### config.mk
export PLATFORM = sky130hd
export DESIGN_NAME = mips_multicycle_ctrl
export DESIGN_NICKNAME = d
export VERILOG_FILES = /design/src/rtl/mips_ctrl_pkg.sv /design/src/rtl/mips_alu_decoder.sv /design/src/rtl/mips_multicycle_ctrl.sv
export SDC_FILE = /design/constraint.sdc
export NUM_CORES = 1
export LEC_CHECK = 0
export CAP_MARGIN = 20
export CORE_UTILIZATION = 42
export CTS_CLUSTER_DIAMETER = 100
export DETAILED_ROUTE_END_ITERATION = 7
export PLACE_DENSITY = 0.83
export SLEW_MARGIN = 5
export SYNTH_ARGS = -nofsm -noshare
export SYNTH_HDL_FRONTEND = slang
export SYNTH_SLANG_ARGS = --single-unit
### constraint.sdc
create_clock -name clk -period 4.5 [get_ports clk]
set_input_delay 1.35 -clock clk [delete_from_list [all_inputs] [get_ports clk]]
set_output_delay 1.35 -clock clk [all_outputs]
set_load 0.05 [all_outputs]
### src/rtl/mips_ctrl_pkg.sv
// Shared encodings for the multicycle MIPS control path.
// Contents: FSM state enum, opcode and funct constants, ALU control codes,
// ALU operation classes used by the ALU decoder, and the alu_src_b / pc_src
// mux encodings.
package mips_ctrl_pkg;

  typedef enum logic [3:0] {
    S_FETCH   = 4'd0,
    S_DECODE  = 4'd1,
    S_MEMADR  = 4'd2,
    S_MEMRD   = 4'd3,
    S_MEMWB   = 4'd4,
    S_MEMWR   = 4'd5,
    S_RTYPEEX = 4'd6,
    S_RTYPEWB = 4'd7,
    S_BEQEX   = 4'd8,
    S_ADDIEX  = 4'd9,
    S_ADDIWB  = 4'd10,
    S_JEX     = 4'd11
  } state_t;

  localparam logic [5:0] OP_RTYPE = 6'h00;
  localparam logic [5:0] OP_LW    = 6'h23;
  localparam logic [5:0] OP_SW    = 6'h2b;
  localparam logic [5:0] OP_BEQ   = 6'h04;
  localparam logic [5:0] OP_ADDI  = 6'h08;
  localparam logic [5:0] OP_J     = 6'h02;

  localparam logic [5:0] FN_ADD = 6'h20;
  localparam logic [5:0] FN_SUB = 6'h22;
  localparam logic [5:0] FN_AND = 6'h24;
  localparam logic [5:0] FN_OR  = 6'h25;
  localparam logic [5:0] FN_SLT = 6'h2a;

  localparam logic [2:0] ALU_ADD = 3'b010;
  localparam logic [2:0] ALU_SUB = 3'b110;
  localparam logic [2:0] ALU_AND = 3'b000;
  localparam logic [2:0] ALU_OR  = 3'b001;
  localparam logic [2:0] ALU_SLT = 3'b111;

  // Operation class requested by the main FSM; FUNCT defers to the funct field.
  localparam logic [1:0] ALUOP_ADD   = 2'b00;
  localparam logic [1:0] ALUOP_SUB   = 2'b01;
  localparam logic [1:0] ALUOP_FUNCT = 2'b10;

  localparam logic [1:0] SRCB_REG     = 2'b00;
  localparam logic [1:0] SRCB_FOUR    = 2'b01;
  localparam logic [1:0] SRCB_IMM     = 2'b10;
  localparam logic [1:0] SRCB_IMM_SH2 = 2'b11;

  localparam logic [1:0] PCSRC_ALU    = 2'b00;
  localparam logic [1:0] PCSRC_ALUOUT = 2'b01;
  localparam logic [1:0] PCSRC_JUMP   = 2'b10;

endpackage

### src/rtl/mips_alu_decoder.sv
// Combinational ALU decoder, shared with the single-cycle control path.
// Ports:
//   alu_op      in  2 - operation class (ALUOP_ADD / ALUOP_SUB / ALUOP_FUNCT)
//   funct       in  6 - instruction[5:0]
//   alu_ctrl    out 3 - ALU operation code
//   funct_valid out 1 - funct is one of the supported R-type functions,
//                       independent of alu_op so it can be used at decode time
module mips_alu_decoder
  import mips_ctrl_pkg::*;
(
  input  logic [1:0] alu_op,
  input  logic [5:0] funct,
  output logic [2:0] alu_ctrl,
  output logic       funct_valid
);

  logic [2:0] funct_ctrl;

  always_comb begin
    funct_ctrl  = ALU_ADD;
    funct_valid = 1'b0;
    case (funct)
      FN_ADD: begin funct_ctrl = ALU_ADD; funct_valid = 1'b1; end
      FN_SUB: begin funct_ctrl = ALU_SUB; funct_valid = 1'b1; end
      FN_AND: begin funct_ctrl = ALU_AND; funct_valid = 1'b1; end
      FN_OR:  begin funct_ctrl = ALU_OR;  funct_valid = 1'b1; end
      FN_SLT: begin funct_ctrl = ALU_SLT; funct_valid = 1'b1; end
      default: ;
    endcase
  end

  always_comb begin
    case (alu_op)
      ALUOP_SUB:   alu_ctrl = ALU_SUB;
      ALUOP_FUNCT: alu_ctrl = funct_ctrl;
      default:     alu_ctrl = ALU_ADD;
    endcase
  end

endmodule

### src/rtl/mips_multicycle_ctrl.sv
// Main control FSM of the multicycle MIPS core: sequences fetch, decode,
// execute, memory and writeback for add/sub/and/or/slt, lw, sw, beq, addi, j.
// Outputs are Moore decodes of the state register, except pc_en (uses
// zero_flag in BEQEX), alu_ctrl (uses funct in RTYPEEX) and illegal (uses
// opcode/funct in DECODE, the first cycle they are valid).
// Ports:
//   clk, rst_n                - clock, async active-low reset
//   opcode, funct, zero_flag  - instruction fields and ALU zero result
//   iord, mem_write, ir_write - memory address select / write / IR load
//   reg_dst, mem_to_reg, reg_write - register file controls
//   alu_src_a, alu_src_b, alu_ctrl - ALU operand selects and operation
//   pc_src, pc_en             - next-PC select and PC load enable
//   instr_done, illegal       - last-state pulse / unsupported instruction pulse
//   state                     - current FSM state, for debug
module mips_multicycle_ctrl
  import mips_ctrl_pkg::*;
(
  input  logic       clk,
  input  logic       rst_n,
  input  logic [5:0] opcode,
  input  logic [5:0] funct,
  input  logic       zero_flag,
  output logic       iord,
  output logic       mem_write,
  output logic       ir_write,
  output logic       reg_dst,
  output logic       mem_to_reg,
  output logic       reg_write,
  output logic       alu_src_a,
  output logic [1:0] alu_src_b,
  output logic [2:0] alu_ctrl,
  output logic [1:0] pc_src,
  output logic       pc_en,
  output logic       instr_done,
  output logic       illegal,
  output logic [3:0] state
);

  state_t     state_q;
  state_t     state_d;
  logic [1:0] alu_op;
  logic [2:0] dec_ctrl;
  logic       funct_valid;
  logic       decode_illegal;

  // Un-gated strobes; reset masks them below.
  logic       pc_write;
  logic       branch;
  logic       ir_write_raw;
  logic       mem_write_raw;
  logic       reg_write_raw;
  logic       instr_done_raw;
  logic       alu_used;

  mips_alu_decoder u_alu_dec (
    .alu_op      (alu_op),
    .funct       (funct),
    .alu_ctrl    (dec_ctrl),
    .funct_valid (funct_valid)
  );

  // Next-state logic
  always_comb begin
    state_d        = S_FETCH;
    decode_illegal = 1'b0;
    case (state_q)
      S_FETCH:  state_d = S_DECODE;
      S_DECODE: begin
        case (opcode)
          OP_LW, OP_SW: state_d = S_MEMADR;
          OP_RTYPE: begin
            if (funct_valid) state_d = S_RTYPEEX;
            else             decode_illegal = 1'b1;
          end
          OP_BEQ:  state_d = S_BEQEX;
          OP_ADDI: state_d = S_ADDIEX;
          OP_J:    state_d = S_JEX;
          default: decode_illegal = 1'b1;
        endcase
      end
      S_MEMADR:  state_d = (opcode == OP_LW) ? S_MEMRD : S_MEMWR;
      S_MEMRD:   state_d = S_MEMWB;
      S_RTYPEEX: state_d = S_RTYPEWB;
      S_ADDIEX:  state_d = S_ADDIWB;
      default:   state_d = S_FETCH;
    endcase
  end

  always_ff @(posedge clk or negedge rst_n) begin
    if (!rst_n) state_q <= S_FETCH;
    else        state_q <= state_d;
  end

  // Moore output decode
  always_comb begin
    iord           = 1'b0;
    mem_write_raw  = 1'b0;
    ir_write_raw   = 1'b0;
    reg_dst        = 1'b0;
    mem_to_reg     = 1'b0;
    reg_write_raw  = 1'b0;
    alu_src_a      = 1'b0;
    alu_src_b      = SRCB_REG;
    alu_op         = ALUOP_ADD;
    alu_used       = 1'b0;
    pc_src         = PCSRC_ALU;
    pc_write       = 1'b0;
    branch         = 1'b0;
    instr_done_raw = 1'b0;
    case (state_q)
      S_FETCH: begin
        ir_write_raw = 1'b1;
        pc_write     = 1'b1;
        alu_src_b    = SRCB_FOUR;
        alu_used     = 1'b1;
      end
      S_DECODE: begin
        // Branch target precompute while the opcode is decoded.
        alu_src_b = SRCB_IMM_SH2;
        alu_used  = 1'b1;
      end
      S_MEMADR: begin
        alu_src_a = 1'b1;
        alu_src_b = SRCB_IMM;
        alu_used  = 1'b1;
      end
      S_MEMRD: iord = 1'b1;
      S_MEMWB: begin
        reg_write_raw  = 1'b1;
        mem_to_reg     = 1'b1;
        instr_done_raw = 1'b1;
      end
      S_MEMWR: begin
        iord           = 1'b1;
        mem_write_raw  = 1'b1;
        instr_done_raw = 1'b1;
      end
      S_RTYPEEX: begin
        alu_src_a = 1'b1;
        alu_op    = ALUOP_FUNCT;
        alu_used  = 1'b1;
      end
      S_RTYPEWB: begin
        reg_write_raw  = 1'b1;
        reg_dst        = 1'b1;
        instr_done_raw = 1'b1;
      end
      S_BEQEX: begin
        alu_src_a      = 1'b1;
        alu_op         = ALUOP_SUB;
        alu_used       = 1'b1;
        branch         = 1'b1;
        pc_src         = PCSRC_ALUOUT;
        instr_done_raw = 1'b1;
      end
      S_ADDIEX: begin
        alu_src_a = 1'b1;
        alu_src_b = SRCB_IMM;
        alu_used  = 1'b1;
      end
      S_ADDIWB: begin
        reg_write_raw  = 1'b1;
        instr_done_raw = 1'b1;
      end
      S_JEX: begin
        pc_src         = PCSRC_JUMP;
        pc_write       = 1'b1;
        instr_done_raw = 1'b1;
      end
      default: ;
    endcase
  end

  // States that do not drive the ALU report operation code 000.
  assign alu_ctrl = alu_used ? dec_ctrl : 3'b000;

  // Reset masks every strobe combinationally so an abandoned instruction
  // cannot leave a partial write behind.
  assign ir_write   = rst_n & ir_write_raw;
  assign mem_write  = rst_n & mem_write_raw;
  assign reg_write  = rst_n & reg_write_raw;
  assign instr_done = rst_n & instr_done_raw;
  assign pc_en      = rst_n & (pc_write | (branch & zero_flag));
  assign illegal    = rst_n & (state_q == S_DECODE) & decode_illegal;
  assign state      = state_q;

endmodule
==> metrics <==
Worst setup EP type=output port; Die X=43.0 um; DRT iter0 DRCs=28; clock power share=10.3%; worst hold margin=709 ps; CTS Sinks=4; Flop pwr share=17.2%; yosys warns=0; GP Congestion=0.826; worst path arrival time=3080 ps; Yosys reg bits=4; Post-Layout Cell Count=146; Storage cell area=100 um2; Post-CTS Setup Bufs=0; Highest Clock Rate=226 MHz; Antenna Nets Post-Route=0; Finished Core Util=78.2%; initial antenna violation count=0; final wirelength=2210 um; Cell Rows=14; GR Util All Layers=23.6%; PortBufs=35; Syn Nets=108; clk root buf=clkbuf_4; CORE AREA=1540 um2; H-tree depth reported by CTS=1; Worst-Margin Slew=555 ps; Final Skew=0.467 ps; Area growth, synth to finish=70.9%; min cycle time layout=4430 ps; WS Path Type=input port to output port; area of the multi-input gates=571 um2; Seq/Total Area, Yosys=14.2%; Rel. slew slack=63.0%; nets=149; Switching Fraction=54.9%; fill count=114; placed insts=143; Netlist Area Pre-Place=706 um2; Diodes inserted=0; grt ovf=0; Hold Crit Class=flop to flop; CTS Buffer Depth=2; Residual DRC=0; routed length per instance=15.2 um; Post-Synthesis Cells=91; Hold Vio Cnt, Final=0; Sw Pwr=0.244 mW; Post-Route Setup TNS=0 ps; post-synth cell types=39; Avg Vias per Cell=5.90; Die Area=1850 um2; Max VDD drop=0.000236 V; share of cells above drive strength 1=25.4%; P_leak=0.485 nW; Worst setup SP type=input port; number of flip-flops in the largest register=4; crit path max fanout=3; CP required=3150 ps; TritonCTS Buffers=3; CTS tree=yes; Pre-antenna DRT Iters=4; PwrDens=368 nW/um2; Slew Limit Fails=0; Initial Util=45.8%; setup violators final=0; maximum number of pins on one net before global-route repair=17; Clk Latency, worst-skew pair=230 ps; outcome=complete, no violations; Final HPWL DP=1550 um; most frequent cells in the layout=23 x clkdlybuf4s50_1, 12 x buf_4, 8 x nor3_1; Max-cap violations=0; most common cell after layout, fill and taps aside=clkdlybuf4s50_1; Die H=43.0 um; Mean Syn Cell Area=7.75 um2; first-pass GRT wire length=3430 um; Final period util=98.5%; vias in the first global route=798; Via Count=862; Pint=0.200 mW; clock-pin slew on the worst setup and hold paths=40 ps; Comb pwr share=72.5%; # IOs=36
kinds of logic after synthesis:
group | Yosys count | synth area share [%]
and+or+nand+nor | 44 | 38.5
AOI/OAI and AO/OA | 24 | 28.7
buffers and inverters | 13 | 9.93
DFF | 4 | 14.2
xor gates and xnor gates | 3 | 3.72
adders and majority gates | 3 | 4.96
cell usage after synthesis:
cell type / instances / share of area, %
and3_1: 1 / 0.89
maj3_1: 1 / 1.4
a2111oi_4: 1 / 3.9
o41ai_1: 1 / 1.2
and2_1: 1 / 0.89
nand4_1: 1 / 0.89
ha_1: 2 / 3.5
buf_4: 5 / 5.3
or3_1: 1 / 0.89
o31a_2: 1 / 1.4
xor2_1: 1 / 1.2
a31oi_1: 2 / 1.8
nor4b_1: 2 / 2.5
a211oi_1: 3 / 3.2
or4b_1: 1 / 1.4
nand4b_1: 1 / 1.2
or3_4: 1 / 1.6
nor3_1: 8 / 5.7
a2bb2oi_1: 3 / 3.7
o21ai_0: 3 / 2.1
o21a_1: 1 / 1.1
dfrtp_1: 4 / 14
o22ai_1: 1 / 0.89
inv_1: 6 / 3.2
xnor2_1: 2 / 2.5
a2111oi_2: 1 / 2.1
a221oi_2: 1 / 2.1
a41oi_1: 1 / 1.2
a21oi_1: 4 / 2.8
nor3b_1: 3 / 3.2
or4_4: 1 / 1.6
o21bai_1: 1 / 1.1
nor4_2: 1 / 1.8
nand2_1: 5 / 2.7
nor2_1: 5 / 2.7
buf_2: 1 / 0.71
nor2b_1: 6 / 5.3
clkbuf_2: 1 / 0.71
nand2b_1: 6 / 5.3
cell type report:
cell class	count	share of cell area [%]
multi-input cells	74	47.3
clock buffers	3	1.87
inverters	6	1.87
repair buffers	43	39.0
well taps	16	1.66
flip-flops and latches	4	8.30
path summary, 6_finish.rpt:
path | depth (start not counted) | slack (ps) | to | from
setup / recovery | 6 | 70 | illegal | opcode[0]
hold / removal | 1 | 710 | state[0] | state[3]
setup reg to reg | 4 | 2920 | state[1] | state[1]
hold reg to reg | 1 | 710 | state[0] | state[3]
max in group asynchronous | 1 | 2880 | state[2] | rst_n
min in group asynchronous | 1 | 1380 | state[1] | rst_n
critical path, stage by stage:
cell and delay (ps):
clkdlybuf4s50_1 420, or3_4 410, nor4_2 230, nand2b_1 130
a211oi_2 340, buf_12 180
metrics by stage:
stage / worst slack, ps / area, um2 / power [mW]
6_report: 69.6 / 1210 / 0.444
5_1_grt: -38.9 / 1210 / 0.467
4_1_cts: 33.3 / 1160 / 0.441
3_5_place_dp: 46.8 / 1140 / 0.393
3_3_place_gp: 86.6 / 1140 / 0.387
2_1_floorplan: 6.62 / 717 / 0.277
power groups by stage:
stage	clock (mW)	sequential (mW)	combinational (mW)
4_1_cts	0.0457	0.0748	0.320
5_1_grt	0.0482	0.0783	0.340
2_1_floorplan	0	0.0797	0.197
3_3_place_gp	0	0.0742	0.312
6_report	0.0458	0.0763	0.322
3_5_place_dp	0	0.0754	0.317
routing by layer:
layer / share of wire [%] / vias to the layer above / global-route usage [%]
li1: - / 418 / -
met1: 40 / 399 / 28.4
met2: 52 / 37 / 44.5
met3: 4.5 / 8 / 2.55
met4: 2.9 / 0 / 4.85
met5: 0 / - / 0
repair_timing:
| action | 4_1_cts | 5_1_grt |
|---|---|---|
| hold buffers | 0 | 0 |
| endpoints found under the setup margin | 0 | 2 |
| gates resized for setup | 0 | 8 |
Note: power is estimated with default switching activity, not from simulation.
